File: src/rtl/tt_um_hamming_encoder_74.sv
// Hamming(7,4) encoder with a serial LSB-first transmitter and a 1-entry holding register.
// Latency: accept edge -> c0 on serial_out one clock later; each frame takes 7 enabled cycles.
// Backpressure: data_ready drops while the holding register is full; ena=0 freezes all state.
module tt_um_hamming_encoder_74 (
    input  logic       clk,
    input  logic       rst_n,
    input  logic       ena,
    input  logic [3:0] data_in,
    input  logic       data_valid,
    output logic       data_ready,
    output logic       serial_out,
    output logic       tx_active,
    output logic       frame_start,
    output logic       frame_done,
    output logic [2:0] bit_index,
    output logic [2:0] parity_out
);

    typedef enum logic {
        IDLE = 1'b0,
        SEND = 1'b1
    } state_t;

    state_t     state_q, state_d;
    logic [6:0] shift_q, shift_d;
    logic [6:0] hold_q, hold_d;
    logic       hold_full_q, hold_full_d;
    logic [2:0] idx_q, idx_d;
    logic [2:0] par_q, par_d;
    logic       done_q, done_d;

    logic       p1, p2, p3;
    logic [6:0] enc_cw;
    logic       accept;
    logic       last_bit;

    // Codeword for the offered nibble; Hamming positions 1..7 map to c0..c6.
    assign p1     = data_in[0] ^ data_in[1] ^ data_in[3];
    assign p2     = data_in[0] ^ data_in[2] ^ data_in[3];
    assign p3     = data_in[1] ^ data_in[2] ^ data_in[3];
    assign enc_cw = {data_in[3], data_in[2], data_in[1], p3, data_in[0], p2, p1};

    assign accept   = ena & data_valid & ~hold_full_q;
    assign last_bit = (state_q == SEND) && (idx_q == 3'd6);

    // Next-state logic: load, shift, hold-register handoff and return to idle.
    always_comb begin
        state_d     = state_q;
        shift_d     = shift_q;
        hold_d      = hold_q;
        hold_full_d = hold_full_q;
        idx_d       = idx_q;
        par_d       = par_q;
        done_d      = 1'b0;
        if (ena) begin
            done_d = last_bit;
            case (state_q)
                IDLE: begin
                    if (accept) begin
                        state_d = SEND;
                        shift_d = enc_cw;
                        par_d   = {p3, p2, p1};
                        idx_d   = 3'd0;
                    end
                end
                SEND: begin
                    if (idx_q != 3'd6) begin
                        idx_d   = idx_q + 3'd1;
                        shift_d = {1'b0, shift_q[6:1]};
                        if (accept) begin
                            hold_d      = enc_cw;
                            hold_full_d = 1'b1;
                        end
                    end else if (hold_full_q) begin
                        // Held frame follows with no idle gap.
                        shift_d     = hold_q;
                        par_d       = {hold_q[3], hold_q[1], hold_q[0]};
                        hold_full_d = 1'b0;
                        idx_d       = 3'd0;
                    end else if (accept) begin
                        // Empty holding register: new codeword goes straight to the shifter.
                        shift_d = enc_cw;
                        par_d   = {p3, p2, p1};
                        idx_d   = 3'd0;
                    end else begin
                        state_d = IDLE;
                        shift_d = 7'd0;
                        idx_d   = 3'd0;
                    end
                end
                default: state_d = IDLE;
            endcase
        end
    end

    // State registers; reset aborts any frame in flight and empties the holding register.
    always_ff @(posedge clk or negedge rst_n) begin
        if (!rst_n) begin
            state_q     <= IDLE;
            shift_q     <= 7'd0;
            hold_q      <= 7'd0;
            hold_full_q <= 1'b0;
            idx_q       <= 3'd0;
            par_q       <= 3'd0;
            done_q      <= 1'b0;
        end else begin
            state_q     <= state_d;
            shift_q     <= shift_d;
            hold_q      <= hold_d;
            hold_full_q <= hold_full_d;
            idx_q       <= idx_d;
            par_q       <= par_d;
            done_q      <= done_d;
        end
    end

    assign data_ready  = ~hold_full_q;
    assign tx_active   = (state_q == SEND);
    assign serial_out  = tx_active & shift_q[0];
    assign frame_start = tx_active && (idx_q == 3'd0);
    assign bit_index   = tx_active ? idx_q : 3'd0;
    assign parity_out  = par_q;
    assign frame_done  = done_q;

endmodule

File: config.mk
export PLATFORM = sky130hd
export DESIGN_NAME = tt_um_hamming_encoder_74
export DESIGN_NICKNAME = d
export VERILOG_FILES = /design/src/rtl/tt_um_hamming_encoder_74.sv
export SDC_FILE = /design/constraint.sdc
export NUM_CORES = 1
export LEC_CHECK = 0
export CAP_MARGIN = 20
export CELL_PAD_IN_SITES_DETAIL_PLACEMENT = 1
export CELL_PAD_IN_SITES_GLOBAL_PLACEMENT = 1
export CORE_MARGIN = 2
export CORE_UTILIZATION = 44
export CTS_CLUSTER_SIZE = 10
export DETAILED_ROUTE_END_ITERATION = 8
export PLACE_DENSITY_LB_ADDON = 0.1
export SLEW_MARGIN = 20
export SYNTH_ARGS = -nofsm -noshare
export SYNTH_HDL_FRONTEND = slang
export SYNTH_SLANG_ARGS = --single-unit
export TNS_END_PERCENT = 5
File: constraint.sdc
create_clock -name clk -period 3.69 [get_ports clk]
set_input_delay 0.738 -clock clk [delete_from_list [all_inputs] [get_ports clk]]
set_output_delay 0.738 -clock clk [all_outputs]
set_load 0.01 [all_outputs]
=== After elaboration in Yosys (flattened, before gate mapping) ===
Index checks and enable logic that the tools add are counted.

* Output and inout bits: 11
* Flip-flop bits (word level): 23

* Mux-type cells: 20
* Bitwise logic cells: 11
* Equal/unequal tests: 5
* Add/sub/neg operators: 1
* Reduce and logical (&&, ||, !) cells: 7

{| class="wikitable"
|+ Operators by type and width
! cell !! number
|-
| $mux W7 || 4
|-
| $mux W3 || 6
|-
| $pmux W7 S2 || 1
|-
| $pmux W3 S2 || 2
|-
| $mux W1 || 6
|-
| $ne A2 B2 Y1 const B || 3
|-
| $xor A1 B1 Y1 || 6
|-
| $reduce_and A2 Y1 || 2
|-
| $reduce_and A4 Y1 || 1
|-
| $add A3 B1 Y3 const B || 1
|-
| $and A1 B1 Y1 || 3
|-
| $eq A3 B3 Y1 const B || 1
|-
| $logic_not A3 Y1 || 1
|-
| $ne A3 B3 Y1 const B || 1
|-
| $reduce_and A3 Y1 || 1
|-
| $logic_and A1 B1 Y1 || 2
|-
| $not A1 Y1 || 2
|-
| $pmux W1 S2 || 1
|}

=== Longest topological paths before layout ===
* Depth in word-level cells: 6
* Mapped depth: 6
* Gate-level depth less buffers: 4

=== Worst setup path after synthesis ===
No wires, ideal clock.

* Path type: input to register
* From: input ena
* To: register hold_q[2]
* Stages: 4
* Path buffers: 1
* Arrival time: 1.758 ns
* Library setup time: 0.125 ns
* Setup slack: 1.807 ns
* Data required time: 3.565 ns
* Cell sequence: buf_2 nand2_1 nor3_4 mux2_2

* Cells in the longest elaborated chain, start to end: 3

{| class="wikitable"
|+ Ends and longest elaborated chain
! element !! line !! RTL
|-
| start: declaration || 7 || <nowiki>input logic ena,</nowiki>
|-
| $and A1 B1 Y1 (2 in a row) || 43 || <nowiki>assign accept = ena & data_valid & ~hold_full_q;</nowiki>
|-
| $reduce_and A4 Y1 (no line) (*) || - ||
|-
| end signal: assignment || 109 || <nowiki>hold_q <= hold_d;</nowiki>
|-
| end: declaration || 26 || <nowiki>logic [6:0] hold_q, hold_d;</nowiki>
|}

Mark *: on every way between the ends. The rest lies on a longest branch, timed or not.
A chain may end at the register's enable or synchronous reset.

=== Worst setup path after layout ===
* From: register state_q (netlist: tx_active)
* To: output frame_start

* Cells in the longest elaborated chain, start to end: 1

{| class="wikitable"
|+ Ends and longest elaborated chain
! element !! line !! RTL
|-
| start: declaration || 24 || <nowiki>state_t state_q, state_d;</nowiki>
|-
| start signal: assignment || 107 || <nowiki>state_q <= state_d;</nowiki>
|-
| $logic_and A1 B1 Y1 || 120 || <nowiki>assign frame_start = tx_active && (idx_q == 3'd0);</nowiki>
|-
| end: declaration || 13 || <nowiki>output logic frame_start,</nowiki>
|}

No other way between the ends.

==> results.yml <==
outcome:
  outcome: "finished, final reports clean"
power:
  power.internal_uw: 695
  swShare_pct: 39.7
  power.leakage_uw: 0.000633
  p_per_area_mw_per_mm2: 783
  power_frac_comb_pct: 43.9
  power_frac_clock_pct: 11.0
  total_power_uw: 1150
  seqPwrFrac_pct: 45.1
  power_switching_uw: 458
  ir_worst_vdd_v: 0.000486
clock_tree:
  cts_root_buf: "clkbuf_4"
  clkTransAtPathRegs_ps: 150
  cts_tree: "yes"
  insertion_delay_ps: 330
  cts_resized: 0
  cts_buffer_depth: 2
  cts_buffers: 3
  cts_setup_buffers: 0
  cts_hold_buffers: 0
  clock-sinks: 23
  cts_max_level: 1
routing:
  dr.first_iter.drc_count: 23
  wl_um: 3080
  postRouteAntennaNets: 0
  vias: 1032
  drc: 0
  wl_per_cell_um: 17.8
  vias_per_cell: 5.97
  drtPass1Iterations: 4
yosys:
  synth_edf_count: 0
  synth_fa_ha_area_share_pct: 0
  ys.flop_type: "dfrtp_1"
  synth_top_family_by_area: "compound AO/OA/AOI/OAI gates"
  synth_commonest_cells: "23 x dfrtp_1, 15 x nand2_1, 10 x a21oi_1"
  syn-instance-count: 127
  async_flop_share_pct: 100
  syn_nets: 135
  ys_warn_count: 0
  avgSynthCellArea_sq_um: 10.0
  synth_xor_xnor_area_share_pct: 4.63
  synth_simple_gate_area_share_pct: 18.9
  synth_compound_area_share_pct: 20.2
  synth_area_sq_mm: 0.00127
  synth.area.top_cells: "dfrtp_1 45%, mux2_2 6.2%, nand2_1 4.4%"
  synthMuxAreaShare_pct: 6.21
  synthDominantCellAreaShare_pct: 45.3
  ys_ff_latch: 23
  synth_most_common_cell: "dfrtp_1"
  yosysUniqueCellTypes: 38
  synth_seq_area_share_pct: 45.3
  synth_top_area_cell: "dfrtp_1"
die:
  fp-row-count: 19
  fp.dieH_um: 57.7
  ios: 19
  core_sq_mm: 0.00276
  start_util_pct: 46.1
  die_area_sq_mm: 0.00333
  die_w_um: 57.7
finish:
  syn_to_final_growth_pct: 16.1
  finalInstanceArea_sq_mm: 0.00147
  n_fill_cell: 319
  drive_above_1_share_pct: 12.0
  n_antenna_cell: 0
  final_core_util_pct: 53.4
  multi_input_area_sq_um: 634
  nets: 151
  final-seq-area_sq_um: 576
critical_path:
  slowest_delay_ps: 820
  crit_chain: "nor4b_1, clkdlybuf4s50_1"
  cp_slowest_cell: "dfrtp_1"
  worstPathArrival_ps: 2090
  start_kind: "register"
  reg2reg_from: "tx_active$_DFFE_PN0P_"
  required_ps: 2950
  cp_top_family: "flip-flops"
  rr_worst_depth: 3
  path_max_fanout: 24
  r2r_slack_ps: 1580
  crit_buf_inv: 1
  path_class: "register to primary output"
  cp-end-kind: "primary output"
  reg2reg_to: "hold_q[0]$_DFFE_PN0P_"
global_routing:
  grt_max_degree: 25
  overflow: 0
  grt_usage_pct: 21.0
  grt_pass1_vias: 1086
  grt_first_pass_wirelength_um: 5290
  antenna_found_initial: 0
timing:
  fmax_mhz: 354
  worst_slack_ps: 864
  setup_tns_ps: 0
  setup_violations: 0
  tightest_slew_ps: 689
  rsz0062_at_grt: "no"
  slew_viol_final: 0
  relSlewSlack_pct: 54.1
  fin_skew_ps: 15.2
  hold_violations: 0
  fin_crit_sh_pct: 76.6
  fin_crit_ps: 2830
placement:
  port-buffer-count: 18
  pre_cts_slack_ps: 1020
  gp_congestion: 0.846
  dp_hpwl_um: 2240
  post_dp_cell_area_sq_mm: 0.00145
worst_hold_path:
  hp-class: "primary input to asynchronous set/reset pin"
run:
  max_cap_viol_count: 0
registers in the layout, indices dropped and copies added (netlist names):
signal,count
hold_q,7
shift_q,7
idx_q,3
parity_out,3
frame_done,1
hold_full_q,1
tx_active,1
layout by cell type, fill, tap and decap left out, types with 2 or more instances in the layout:
| cell | instances |
|---|---|
| dfrtp_1 | 23 |
| clkdlybuf4s50_1 | 17 |
| nand2_1 | 15 |
| a21oi_1 | 10 |
| nor2_1 | 8 |
| nand3_1 | 7 |
| mux2_2 | 7 |
| inv_1 | 6 |
| o21ai_0 | 5 |
| and2_1 | 4 |
| xnor2_1 | 4 |
| clkbuf_4 | 3 |
| nand2b_1 | 2 |
| o32a_1 | 2 |
| a211o_1 | 2 |
| nand3b_1 | 2 |
| a22o_1 | 2 |
| o221a_2 | 2 |
final cells by class:
| type | count | area share (%) |
|---|---|---|
| repair buffers | 18 | 11.9 |
| clock buffers | 3 | 1.53 |
| multi-input cells | 91 | 43.0 |
| well taps | 31 | 2.63 |
| inverters | 6 | 1.53 |
| clock inverters | 1 | 0.340 |
| flip-flops and latches | 23 | 39.0 |
power groups by stage:
stage	Clock, uW	Combinational, uW	Sequential (uW)
finish	127	507	520
global route	141	564	540
CTS	130	513	518
detailed placement	0	512	525
global placement	0	499	521
floorplan	0	387	445
worst reg2reg max path: stages (launching register included):
cell	delay [ps]
dfrtp_1	820
nand2_1	350
nor3_4	450
mux2_2	390
routing by layer:
metal | routed length (um) | vias to the layer above | part of all wire (%) | GRT usage, %
met1 | 1440 | 519 | 47 | 28.3
met5 | 0 | - | 0 | 0
met3 | 93 | 7 | 3.0 | 2.23
met2 | 1480 | 21 | 48 | 34.3
met4 | 74 | 0 | 2.4 | 8.97
li1 | - | 485 | - | -
cell families (layout without fill, tap and decap cells):
logic type | count (synthesis) | count (layout)
multiplexers | 7 | 7
buffers and inverters | 13 | 28
XOR/XNOR | 5 | 5
AO/OA/AOI/OAI | 35 | 35
AND/OR/NAND/NOR | 44 | 44
flip-flops | 23 | 23
metrics by stage:
step	instances	hold slack, ps
final	173	350
after floorplan	127	440
after global routing	173	370
after detailed placement	169	505
after global placement	169	491
after CTS	173	535
worst max path at each step:
| stage | start | end | slack (ps) | cells after the start |
|---|---|---|---|---|
| finish | tx_active$_DFFE_PN0P_ | frame_start | 860 | 2 |
| detailed placement | ena | hold_q[5]$_DFFE_PN0P_ | 1020 | 4 |
| CTS | tx_active$_DFFE_PN0P_ | frame_start | 890 | 2 |
| global placement | ena | hold_q[3]$_DFFE_PN0P_ | 1110 | 4 |
| floorplan | ena | hold_q[2]$_DFFE_PN0P_ | 1810 | 4 |
| global route | tx_active$_DFFE_PN0P_ | frame_start | 690 | 2 |
No activity file was read; power rests on OpenSTA's default activity.
